$ cat src/rtl/cv32e40p_rvfi_pkg.sv
// cv32e40p_rvfi_pkg: shared types and constants for the RVFI retire buffer
package cv32e40p_rvfi_pkg;
  localparam int MASK_W = 4;
  typedef struct packed {
    logic              valid;
    logic              complete;
    logic [31:0]       insn;
    logic [31:0]       pc;
    logic              trap;
    logic [4:0]        rd_addr;
    logic [31:0]       rd_wdata;
    logic [31:0]       mem_addr;
    logic [MASK_W-1:0] mem_rmask;
    logic [MASK_W-1:0] mem_wmask;
    logic [31:0]       mem_wdata;
    logic [31:0]       mem_rdata;
    logic [31:0]       start_cycle;
  } rvfi_retire_entry_t;
endpackage

$ cat src/rtl/cv32e40p_rvfi_retire_buffer.sv
// cv32e40p_rvfi_retire_buffer: in-order buffer that retires one complete RVFI packet per cycle; issue_* in, wb_* late data, rvfi_* registered packet out
module cv32e40p_rvfi_retire_buffer
  import cv32e40p_rvfi_pkg::*;
#(
  parameter int DEPTH = 4,
  localparam int TAG_W = $clog2(DEPTH)
) (
  input  logic              clk_i,
  input  logic              rst_ni,
  input  logic              issue_valid_i,
  output logic              issue_ready_o,
  output logic [TAG_W-1:0]  issue_tag_o,
  input  logic [31:0]       issue_insn_i,
  input  logic [31:0]       issue_pc_i,
  input  logic              issue_trap_i,
  input  logic [4:0]        issue_rd_addr_i,
  input  logic [31:0]       issue_rd_wdata_i,
  input  logic              issue_wb_pending_i,
  input  logic [31:0]       issue_mem_addr_i,
  input  logic [MASK_W-1:0] issue_mem_rmask_i,
  input  logic [MASK_W-1:0] issue_mem_wmask_i,
  input  logic [31:0]       issue_mem_wdata_i,
  input  logic              wb_valid_i,
  input  logic [TAG_W-1:0]  wb_tag_i,
  input  logic [31:0]       wb_rdata_i,
  input  logic              flush_i,
  output logic              rvfi_valid_o,
  output logic [63:0]       rvfi_order_o,
  output logic [31:0]       rvfi_insn_o,
  output logic [31:0]       rvfi_pc_rdata_o,
  output logic              rvfi_trap_o,
  output logic [4:0]        rvfi_rd_addr_o,
  output logic [31:0]       rvfi_rd_wdata_o,
  output logic [31:0]       rvfi_mem_addr_o,
  output logic [31:0]       rvfi_mem_rdata_o,
  output logic [31:0]       rvfi_mem_wdata_o,
  output logic [MASK_W-1:0] rvfi_mem_rmask_o,
  output logic [MASK_W-1:0] rvfi_mem_wmask_o,
  output logic [31:0]       rvfi_start_cycle_o,
  output logic [31:0]       rvfi_stop_cycle_o
);
  rvfi_retire_entry_t r_ent [DEPTH];
  rvfi_retire_entry_t w_head;
  logic [TAG_W-1:0]   r_wp, r_rp;
  logic [TAG_W:0]     r_cnt;
  logic [31:0]        r_cyc;
  logic [63:0]        r_order;
  logic               w_accept, w_retire, w_wb;
  logic               r_valid, r_trap;
  logic [63:0]        r_pkt_order;
  logic [31:0]        r_insn, r_pc, r_rd_wdata, r_mem_addr, r_mem_rdata, r_mem_wdata, r_start, r_stop;
  logic [4:0]         r_rd_addr;
  logic [MASK_W-1:0]  r_rmask, r_wmask;
  assign w_head = r_ent[r_rp];
  // cnt never exceeds DEPTH (a power of two), so its MSB alone flags full
  assign issue_ready_o = !r_cnt[TAG_W] && !flush_i;
  assign issue_tag_o   = r_wp;
  assign w_accept = issue_valid_i && issue_ready_o;
  assign w_retire = w_head.valid && w_head.complete && !flush_i;
  assign w_wb     = wb_valid_i && !flush_i && r_ent[wb_tag_i].valid && !r_ent[wb_tag_i].complete;
  always_ff @(posedge clk_i or negedge rst_ni) begin
    if (!rst_ni) begin
      r_ent       <= '{default: '0};
      r_wp        <= '0;
      r_rp        <= '0;
      r_cnt       <= '0;
      r_cyc       <= '0;
      r_order     <= '0;
      r_valid     <= 1'b0;
      r_pkt_order <= '0;
      r_insn      <= '0;
      r_pc        <= '0;
      r_trap      <= 1'b0;
      r_rd_addr   <= '0;
      r_rd_wdata  <= '0;
      r_mem_addr  <= '0;
      r_mem_rdata <= '0;
      r_mem_wdata <= '0;
      r_rmask     <= '0;
      r_wmask     <= '0;
      r_start     <= '0;
      r_stop      <= '0;
    end else begin
      r_cyc   <= r_cyc + 32'd1;
      r_valid <= w_retire;
      if (flush_i) begin
        for (int i = 0; i < DEPTH; i++) r_ent[i].valid <= 1'b0;
        r_wp  <= '0;
        r_rp  <= '0;
        r_cnt <= '0;
      end else begin
        if (w_accept) begin
          r_ent[r_wp] <= '{valid: 1'b1, complete: !issue_wb_pending_i, insn: issue_insn_i,
                           pc: issue_pc_i, trap: issue_trap_i, rd_addr: issue_rd_addr_i,
                           rd_wdata: issue_rd_wdata_i, mem_addr: issue_mem_addr_i,
                           mem_rmask: issue_mem_rmask_i, mem_wmask: issue_mem_wmask_i,
                           mem_wdata: issue_mem_wdata_i, mem_rdata: '0, start_cycle: r_cyc};
          r_wp <= r_wp + 1'b1;
        end
        // wb only targets a pending entry, so it never collides with accept or retire indices
        if (w_wb) begin
          r_ent[wb_tag_i].rd_wdata  <= wb_rdata_i;
          r_ent[wb_tag_i].mem_rdata <= wb_rdata_i;
          r_ent[wb_tag_i].complete  <= 1'b1;
        end
        if (w_retire) begin
          r_ent[r_rp] <= '0;
          r_rp        <= r_rp + 1'b1;
          r_order     <= r_order + 64'd1;
          r_pkt_order <= r_order;
          r_insn      <= w_head.insn;
          r_pc        <= w_head.pc;
          r_trap      <= w_head.trap;
          r_rd_addr   <= w_head.rd_addr;
          r_rd_wdata  <= (w_head.rd_addr == 5'd0) ? 32'd0 : w_head.rd_wdata;
          r_mem_addr  <= w_head.mem_addr;
          r_mem_rdata <= w_head.mem_rdata;
          r_mem_wdata <= w_head.mem_wdata;
          r_rmask     <= w_head.mem_rmask;
          r_wmask     <= w_head.mem_wmask;
          r_start     <= w_head.start_cycle;
          r_stop      <= r_cyc;
        end
        r_cnt <= r_cnt + (TAG_W+1)'(w_accept) - (TAG_W+1)'(w_retire);
      end
    end
  end
  assign rvfi_valid_o       = r_valid;
  assign rvfi_order_o       = r_pkt_order;
  assign rvfi_insn_o        = r_insn;
  assign rvfi_pc_rdata_o    = r_pc;
  assign rvfi_trap_o        = r_trap;
  assign rvfi_rd_addr_o     = r_rd_addr;
  assign rvfi_rd_wdata_o    = r_rd_wdata;
  assign rvfi_mem_addr_o    = r_mem_addr;
  assign rvfi_mem_rdata_o   = r_mem_rdata;
  assign rvfi_mem_wdata_o   = r_mem_wdata;
  assign rvfi_mem_rmask_o   = r_rmask;
  assign rvfi_mem_wmask_o   = r_wmask;
  assign rvfi_start_cycle_o = r_start;
  assign rvfi_stop_cycle_o  = r_stop;
endmodule

$ cat config.mk
export PLATFORM = sky130hd
export DESIGN_NAME = cv32e40p_rvfi_retire_buffer
export DESIGN_NICKNAME = d
export VERILOG_FILES = /design/src/rtl/cv32e40p_rvfi_pkg.sv /design/src/rtl/cv32e40p_rvfi_retire_buffer.sv
export SDC_FILE = /design/constraint.sdc
export NUM_CORES = 2
export LEC_CHECK = 0
export CELL_PAD_IN_SITES_DETAIL_PLACEMENT = 1
export CELL_PAD_IN_SITES_GLOBAL_PLACEMENT = 1
export CORE_MARGIN = 4
export CORE_UTILIZATION = 42
export DETAILED_ROUTE_END_ITERATION = 8
export GPL_TIMING_DRIVEN = 0
export HOLD_SLACK_MARGIN = 0.15
export PLACE_DENSITY_LB_ADDON = 0.12
export SETUP_SLACK_MARGIN = 0.02
export SYNTH_ARGS = -nofsm -noshare
export SYNTH_HDL_FRONTEND = slang
export SYNTH_SLANG_ARGS = --single-unit
$ cat constraint.sdc
create_clock -name clk_i -period 3.2 [get_ports clk_i]
set_clock_uncertainty 0.1 [all_clocks]
set_input_delay 0.8 -clock clk_i [delete_from_list [all_inputs] [get_ports clk_i]]
set_output_delay 0.8 -clock clk_i [all_outputs]
set_load 0.02 [all_outputs]
Word-level counts from Yosys, hierarchy flattened
Cells that the tools add are included.
{"block": "classes", "magnitude_cmp": 6, "reduce_logical": 18, "n_bitwise": 6, "muxes": 35, "n_addsub": 6}
{"cell": "960-bit 2-to-1 mux", "count": 5}
{"cell": "960-bit bitwise mux", "count": 4}
{"cell": "240-bit demux with 2-bit select", "count": 5}
{"cell": "240-bit 2-to-1 mux", "count": 6}
{"cell": "960-bit AND", "count": 1}
{"cell": "240-bit binary-select mux with 2-bit select", "count": 2}
{"cell": "960-bit NOT", "count": 1}
{"cell": "239-bit 2-to-1 mux", "count": 1}
{"cell": "168-bit 2-to-1 mux", "count": 1}
{"cell": "64-bit by 1-bit adder with 64-bit output (second input constant)", "count": 1}
{"cell": "64-bit 2-to-1 mux", "count": 1}
{"cell": "32-bit by 1-bit adder with 32-bit output (second input constant)", "count": 1}
{"cell": "32-bit 2-to-1 mux", "count": 1}
{"cell": "1-bit logical AND", "count": 10}
{"cell": "3-bit greater-or-equal comparator (second input constant)", "count": 3}
{"cell": "3-bit by 1-bit less-than comparator with 1-bit output (second input constant)", "count": 3}
{"cell": "2-bit NOT with 3-bit output", "count": 3}
{"cell": "2-bit 2-to-1 mux", "count": 4}
{"cell": "5-bit zero test", "count": 1}
{"cell": "2-bit by 1-bit adder with 2-bit output (second input constant)", "count": 2}
{"cell": "1-bit zero test", "count": 4}
{"cell": "1-bit 2-to-1 mux", "count": 4}
{"cell": "2-bit nonzero test", "count": 2}
{"cell": "3-bit by 1-bit adder with 3-bit output", "count": 1}
{"cell": "4 further kinds", "count": 4}
{"block": "word_totals", "inputBits": 214, "out_inout_bits": 338, "ff_bits": 1398}

Longest topological paths before layout
{"block": "depth", "word_depth": 16, "mapped_depth": 14, "depth_no_buf": 11}

Worst setup path after synthesis
Ideal clock, no wire load.
{"block": "synth_timing", "path_kind": "reg-to-reg", "startpoint": "reg r_rp[1]", "endpoint": "reg r_cnt[2]", "setup_slack_ns": 0.026, "setup_time_ns": 0.132, "synth_period_minus_slack_ns": 3.174, "stages_incl_launch_ff": 15, "path_buffers": 3, "t_arrival_ns": 2.942, "cell_sequence": "dfrtp_1 > buf_4 > inv_2 > mux4_2 > nand2_1 > clkinv_1 > clkbuf_1 > buf_2 > ha_1 > inv_1 > ha_1 > inv_1 > fa_1 > xnor2_1 > nor2_1"}
{"block": "synth_between", "elab_chain_len": 8}
{"item": "start, declared", "line_no": "cv32e40p_rvfi_retire_buffer.sv:44", "text": "logic [TAG_W-1:0] r_wp, r_rp;"}
{"item": "start signal, assigned", "line_no": "cv32e40p_rvfi_retire_buffer.sv:108", "text": "r_rp <= r_rp + 1'b1;"}
{"item": "2-bit NOT with 3-bit output (not written as such)", "line_no": "cv32e40p_rvfi_retire_buffer.sv:54", "text": "assign w_head = r_ent[r_rp];"}
{"item": "240-bit binary-select mux with 2-bit select", "line_no": "cv32e40p_rvfi_retire_buffer.sv:54"}
{"item": "240-bit 2-to-1 mux (not written as such) (2 in a row)", "line_no": "cv32e40p_rvfi_retire_buffer.sv:54"}
{"item": "1-bit logical AND (2 in a row)", "line_no": "cv32e40p_rvfi_retire_buffer.sv:59", "text": "assign w_retire = w_head.valid && w_head.complete && !flush_i;"}
{"item": "named net w_retire", "line_no": "cv32e40p_rvfi_retire_buffer.sv:48", "text": "logic w_accept, w_retire, w_wb;"}
{"item": "3-bit by 1-bit subtractor with 3-bit output", "line_no": "cv32e40p_rvfi_retire_buffer.sv:124", "text": "r_cnt <= r_cnt + (TAG_W+1)'(w_accept) - (TAG_W+1)'(w_retire);"}
{"item": "3-bit 2-to-1 mux", "line_no": "cv32e40p_rvfi_retire_buffer.sv:86", "text": "if (flush_i) begin"}
{"item": "end signal, assigned", "line_no": "cv32e40p_rvfi_retire_buffer.sv:124"}
{"item": "end, declared", "line_no": "cv32e40p_rvfi_retire_buffer.sv:45", "text": "logic [TAG_W:0] r_cnt;"}
The timed path passes the listed nets, and every way through them passes these cells. The select of a mux whose other input is x is not followed.
A chain may end at the register's enable or synchronous reset.

Worst setup path in the final report
{"block": "layout_timing", "startpoint": "in issue_valid_i", "endpoint": "reg r_ent[808] (netlist name)"}
{"block": "layout_between", "elab_chain_len": 10}
{"item": "start, declared", "line_no": "cv32e40p_rvfi_retire_buffer.sv:10", "text": "input logic issue_valid_i,"}
{"item": "1-bit logical AND (*)", "line_no": "cv32e40p_rvfi_retire_buffer.sv:58", "text": "assign w_accept = issue_valid_i && issue_ready_o;"}
{"item": "960-bit 2-to-1 mux (*)", "line_no": "cv32e40p_rvfi_retire_buffer.sv:92", "text": "if (w_accept) begin"}
{"item": "960-bit 2-to-1 mux (*)", "line_no": "cv32e40p_rvfi_retire_buffer.sv:86"}
{"item": "960-bit bitwise mux", "line_no": "cv32e40p_rvfi_retire_buffer.sv:102", "text": "r_ent[wb_tag_i].rd_wdata <= wb_rdata_i;"}
{"item": "960-bit bitwise mux", "line_no": "cv32e40p_rvfi_retire_buffer.sv:103", "text": "r_ent[wb_tag_i].mem_rdata <= wb_rdata_i;"}
{"item": "960-bit bitwise mux", "line_no": "cv32e40p_rvfi_retire_buffer.sv:104", "text": "r_ent[wb_tag_i].complete <= 1'b1;"}
{"item": "960-bit 2-to-1 mux (*)", "line_no": "cv32e40p_rvfi_retire_buffer.sv:101", "text": "if (w_wb) begin"}
{"item": "960-bit 2-to-1 mux (*)", "line_no": "cv32e40p_rvfi_retire_buffer.sv:86"}
{"item": "960-bit AND (no source line)"}
{"item": "960-bit 2-to-1 mux (*)", "line_no": "cv32e40p_rvfi_retire_buffer.sv:106", "text": "if (w_retire) begin"}
{"item": "end signal, assigned by index", "line_no": "cv32e40p_rvfi_retire_buffer.sv:93", "text": "r_ent[r_wp] <= '{valid: 1'b1, complete: !issue_wb_pending_i, insn: issue_insn_i,"}
{"item": "end, declared", "line_no": "cv32e40p_rvfi_retire_buffer.sv:42", "text": "rvfi_retire_entry_t r_ent [DEPTH];"}
Every way passes the cells marked *; elsewhere a longest branch is shown, timed or not. The select of a mux whose other input is x is not followed.

==> out/qor.yml <==
clocking:
  cts.sinks: 1398
  clk_path_buf_depth: 3
  cts_made_buffers: 156
  cts_tree: "done"
  clkTransAtPathRegs_ps: 60
  ctsHtreeMaxLevel: 4
  clock_latency_ps: 790
  root_buffer: "clkbuf_16"
sta:
  slew_viol_final: 0
  min_period_ps: 3140
  setup_viol: 0
  setup_ws_ps: 55.0
  whs_ps: 351
  rsz0062_at_grt: "false"
  fin_crit_sh_pct: 98.3
  maxSlewHeadroom_pct: 9.01
  tns_ps: 0
  hold_viol_final: 0
  max_freq_ghz: 0.318
  worstMarginPinSlew_ps: 1360
finish:
  instances_no_fill: 8841
  final_util_pct: 51.4
  area_delta_synth_final_pct: 21.5
  nets: 6883
  fin_area_mm2: 0.0781
  layout-drive-gt1-share_pct: 18.2
grt:
  grt_pass1_vias: 54300
  grt.overflow.total: 0
  grt_max_degree: 172
  gr-usage-all-layers_pct: 30.7
  grt_pass1_wl_um: 364000
  grt_antenna_before_repair: 56
routing:
  drt-total-wl_um: 246000
  via_per_inst: 5.75
  drc: 0
  first_pass_iters: 7
  avgRoutedWirePerCell_um: 27.8
  drt_iter0_markers: 3679
  vias: 50800
  antenna_left: 0
logic_synthesis:
  synth-compound-area-share_pct: 14.7
  avgSynthCellArea_um2: 10.8
  synth.mux.area_fraction_pct: 9.44
  synthAdderAreaFrac_pct: 0.265
  synth_cell_types: 53
  yosysWarnings: 0
  syn_inst: 5964
  yosys.area_share.xor_xnor_pct: 1.31
  synth_top_family_by_area: "simple AND/OR/NAND/NOR gates"
  synth.most_common_cell: "dfrtp_1"
  synthSimpleGateAreaFrac_pct: 15.6
  synth_top_area_cell: "dfrtp_1"
  synth-main-ff-cell: "dfrtp_1"
  ys_ff_latch: 1398
  yosysSeqAreaShare_pct: 54.4
  async_reset_ff_share_pct: 100
  syn-num-nets: 6191
  synth_common_cells: "dfrtp_1, nand2_1, nor2_1"
  synth.top_cell.area_share_pct: 54.4
  synth_edf_count: 0
  synth.area.top_cells: "dfrtp_1, mux4_2, a211oi_2"
  synth_area_mm2: 0.0643
power:
  peakVddDrop_v: 0.000518
  clockPowerShare_pct: 29.0
  p_sw_share_pct: 32.1
  p_comb_share_pct: 29.1
  p_seq_share_pct: 42.0
  intPower_mw: 44.6
  p_leak_nw: 33.3
  switchingPower_mw: 21.1
  total_power_mw: 65.7
  power-per-cell-area_mw_per_mm2: 840
critical_path:
  cp-endpoint: "r_ent[808]"
  r2r_cells: 6
  reg2reg_slack_ps: 90
  crit_path_start_kind: "primary input"
  path_max_fanout: 10
  r2r-start: "r_rp[0]"
  crit_start: "issue_valid_i"
  crit_type: "in2reg"
  worstPathRequired_ps: 3740
  critical_path.endpoint_type: "register"
  cp.arrival_ps: 3690
  worstReg2RegEnd: "rvfi_rd_wdata_o[18]"
placement:
  port_buffers: 519
  hpwlAfterDp_um: 172000
  place.gp.congestion: 0.879
  place_inst: 8524
  dpl-instance-area_mm2: 0.0723
  place_ws_ps: -2330
floorplanning:
  pin_count: 552
  initial_utilization_pct: 42.3
  core_area_mm2: 0.152
  placementRows: 143
  die_w_um: 399
  fp.dieH_um: 399
  die-area_mm2: 0.159
min_path:
  hold_class: "in2reg"
  min-delay-start: "wb_rdata_i[31]"
flow_run:
  cap_violations: 0
run_status:
  outcome: "complete, no violations"
routing by layer:
layer	wire length, um	track usage (%)	vias up	part of all wire (%)
li1	-	-	22100	-
met5	235	0	-	0.096
met4	10300	12.0	34	4.2
met3	18600	7.59	466	7.5
met1	102000	40.6	26700	41
met2	115000	48.7	1592	47
worst min path at each step:
stage,slack [ps],cells past startpoint,to
floorplan,340,1,r_order[63]
global placement,360,1,r_order[63]
detailed placement,360,2,rvfi_mem_rdata_o[23]
CTS,300,3,r_ent[407]
global route,340,3,r_ent[647]
finish,350,3,r_ent[407]
cell families after synthesis:
group	after synthesis
AO/OA/AOI/OAI	1060
XOR/XNOR	96
adder cells (fa/ha/maj)	13
buffers and inverters	555
flip-flops	1398
multiplexers	305
AND/OR/NAND/NOR	2537
cells in the final DEF (no fill, tap or decap), drive strengths merged, types with 23 or more instances in the layout:
cell           count
a211oi           696
a21oi            189
a22oi            117
buf              275
clkbuf           512
clkdlybuf4s50    516
clkinv            24
dfrtp           1398
diode             30
inv               23
mux2i             64
mux4             241
nand2           1235
nand3             52
nand4             32
nor2            1102
nor3              37
o21ai             46
xnor2             58
xor2              38
critical path, stage by stage:
cell,delay [ps]
clkdlybuf4s50_1,580
nor3b_4,390
and2_1,310
buf_2,450
buf_2,540
buf_2,440
a211oi_2,130
power groups by stage:
stage	clock, mW	combinational, mW	sequential, mW
2_1_floorplan	0	11.3	27.9
3_3_place_gp	0	18.1	27.8
3_5_place_dp	0	19.0	27.7
4_1_cts	19.3	19.2	27.5
5_1_grt	20.1	20.8	28.2
6_report	19.0	19.1	27.6
cell type report:
class | count | area (um^2)
Timing Repair Buffer | 536 | 5580
Tap cell | 2030 | 2540
Inverter | 18 | 75.1
Multi-Input combinational cell | 4011 | 26700
Sequential cell | 1398 | 35000
Fill cell | 16500 | 73900
Clock inverter | 46 | 618
Clock buffer | 237 | 4750
Buffer | 535 | 2850
Antenna cell | 30 | 75.1
repair_timing:
action	in CTS	in global routing
endpoints found under the setup margin	1318	727
setup buffers	2	0
gates resized for setup	76	64
pin swaps	1	0
gates cloned	1	1
hold buffers	2	0
hold endpoints to repair	76	0
sequential cells by signal (all words and copies together), names as in the netlist, 3 cells and up:
signal,count
r_ent,960
r_order,64
rvfi_order_o,64
r_cyc,32
rvfi_insn_o,32
rvfi_mem_addr_o,32
rvfi_mem_rdata_o,32
rvfi_mem_wdata_o,32
rvfi_pc_rdata_o,32
rvfi_rd_wdata_o,32
rvfi_start_cycle_o,32
rvfi_stop_cycle_o,32
rvfi_rd_addr_o,5
rvfi_mem_rmask_o,4
rvfi_mem_wmask_o,4
r_cnt,3
(Power assumes the default switching activity.)
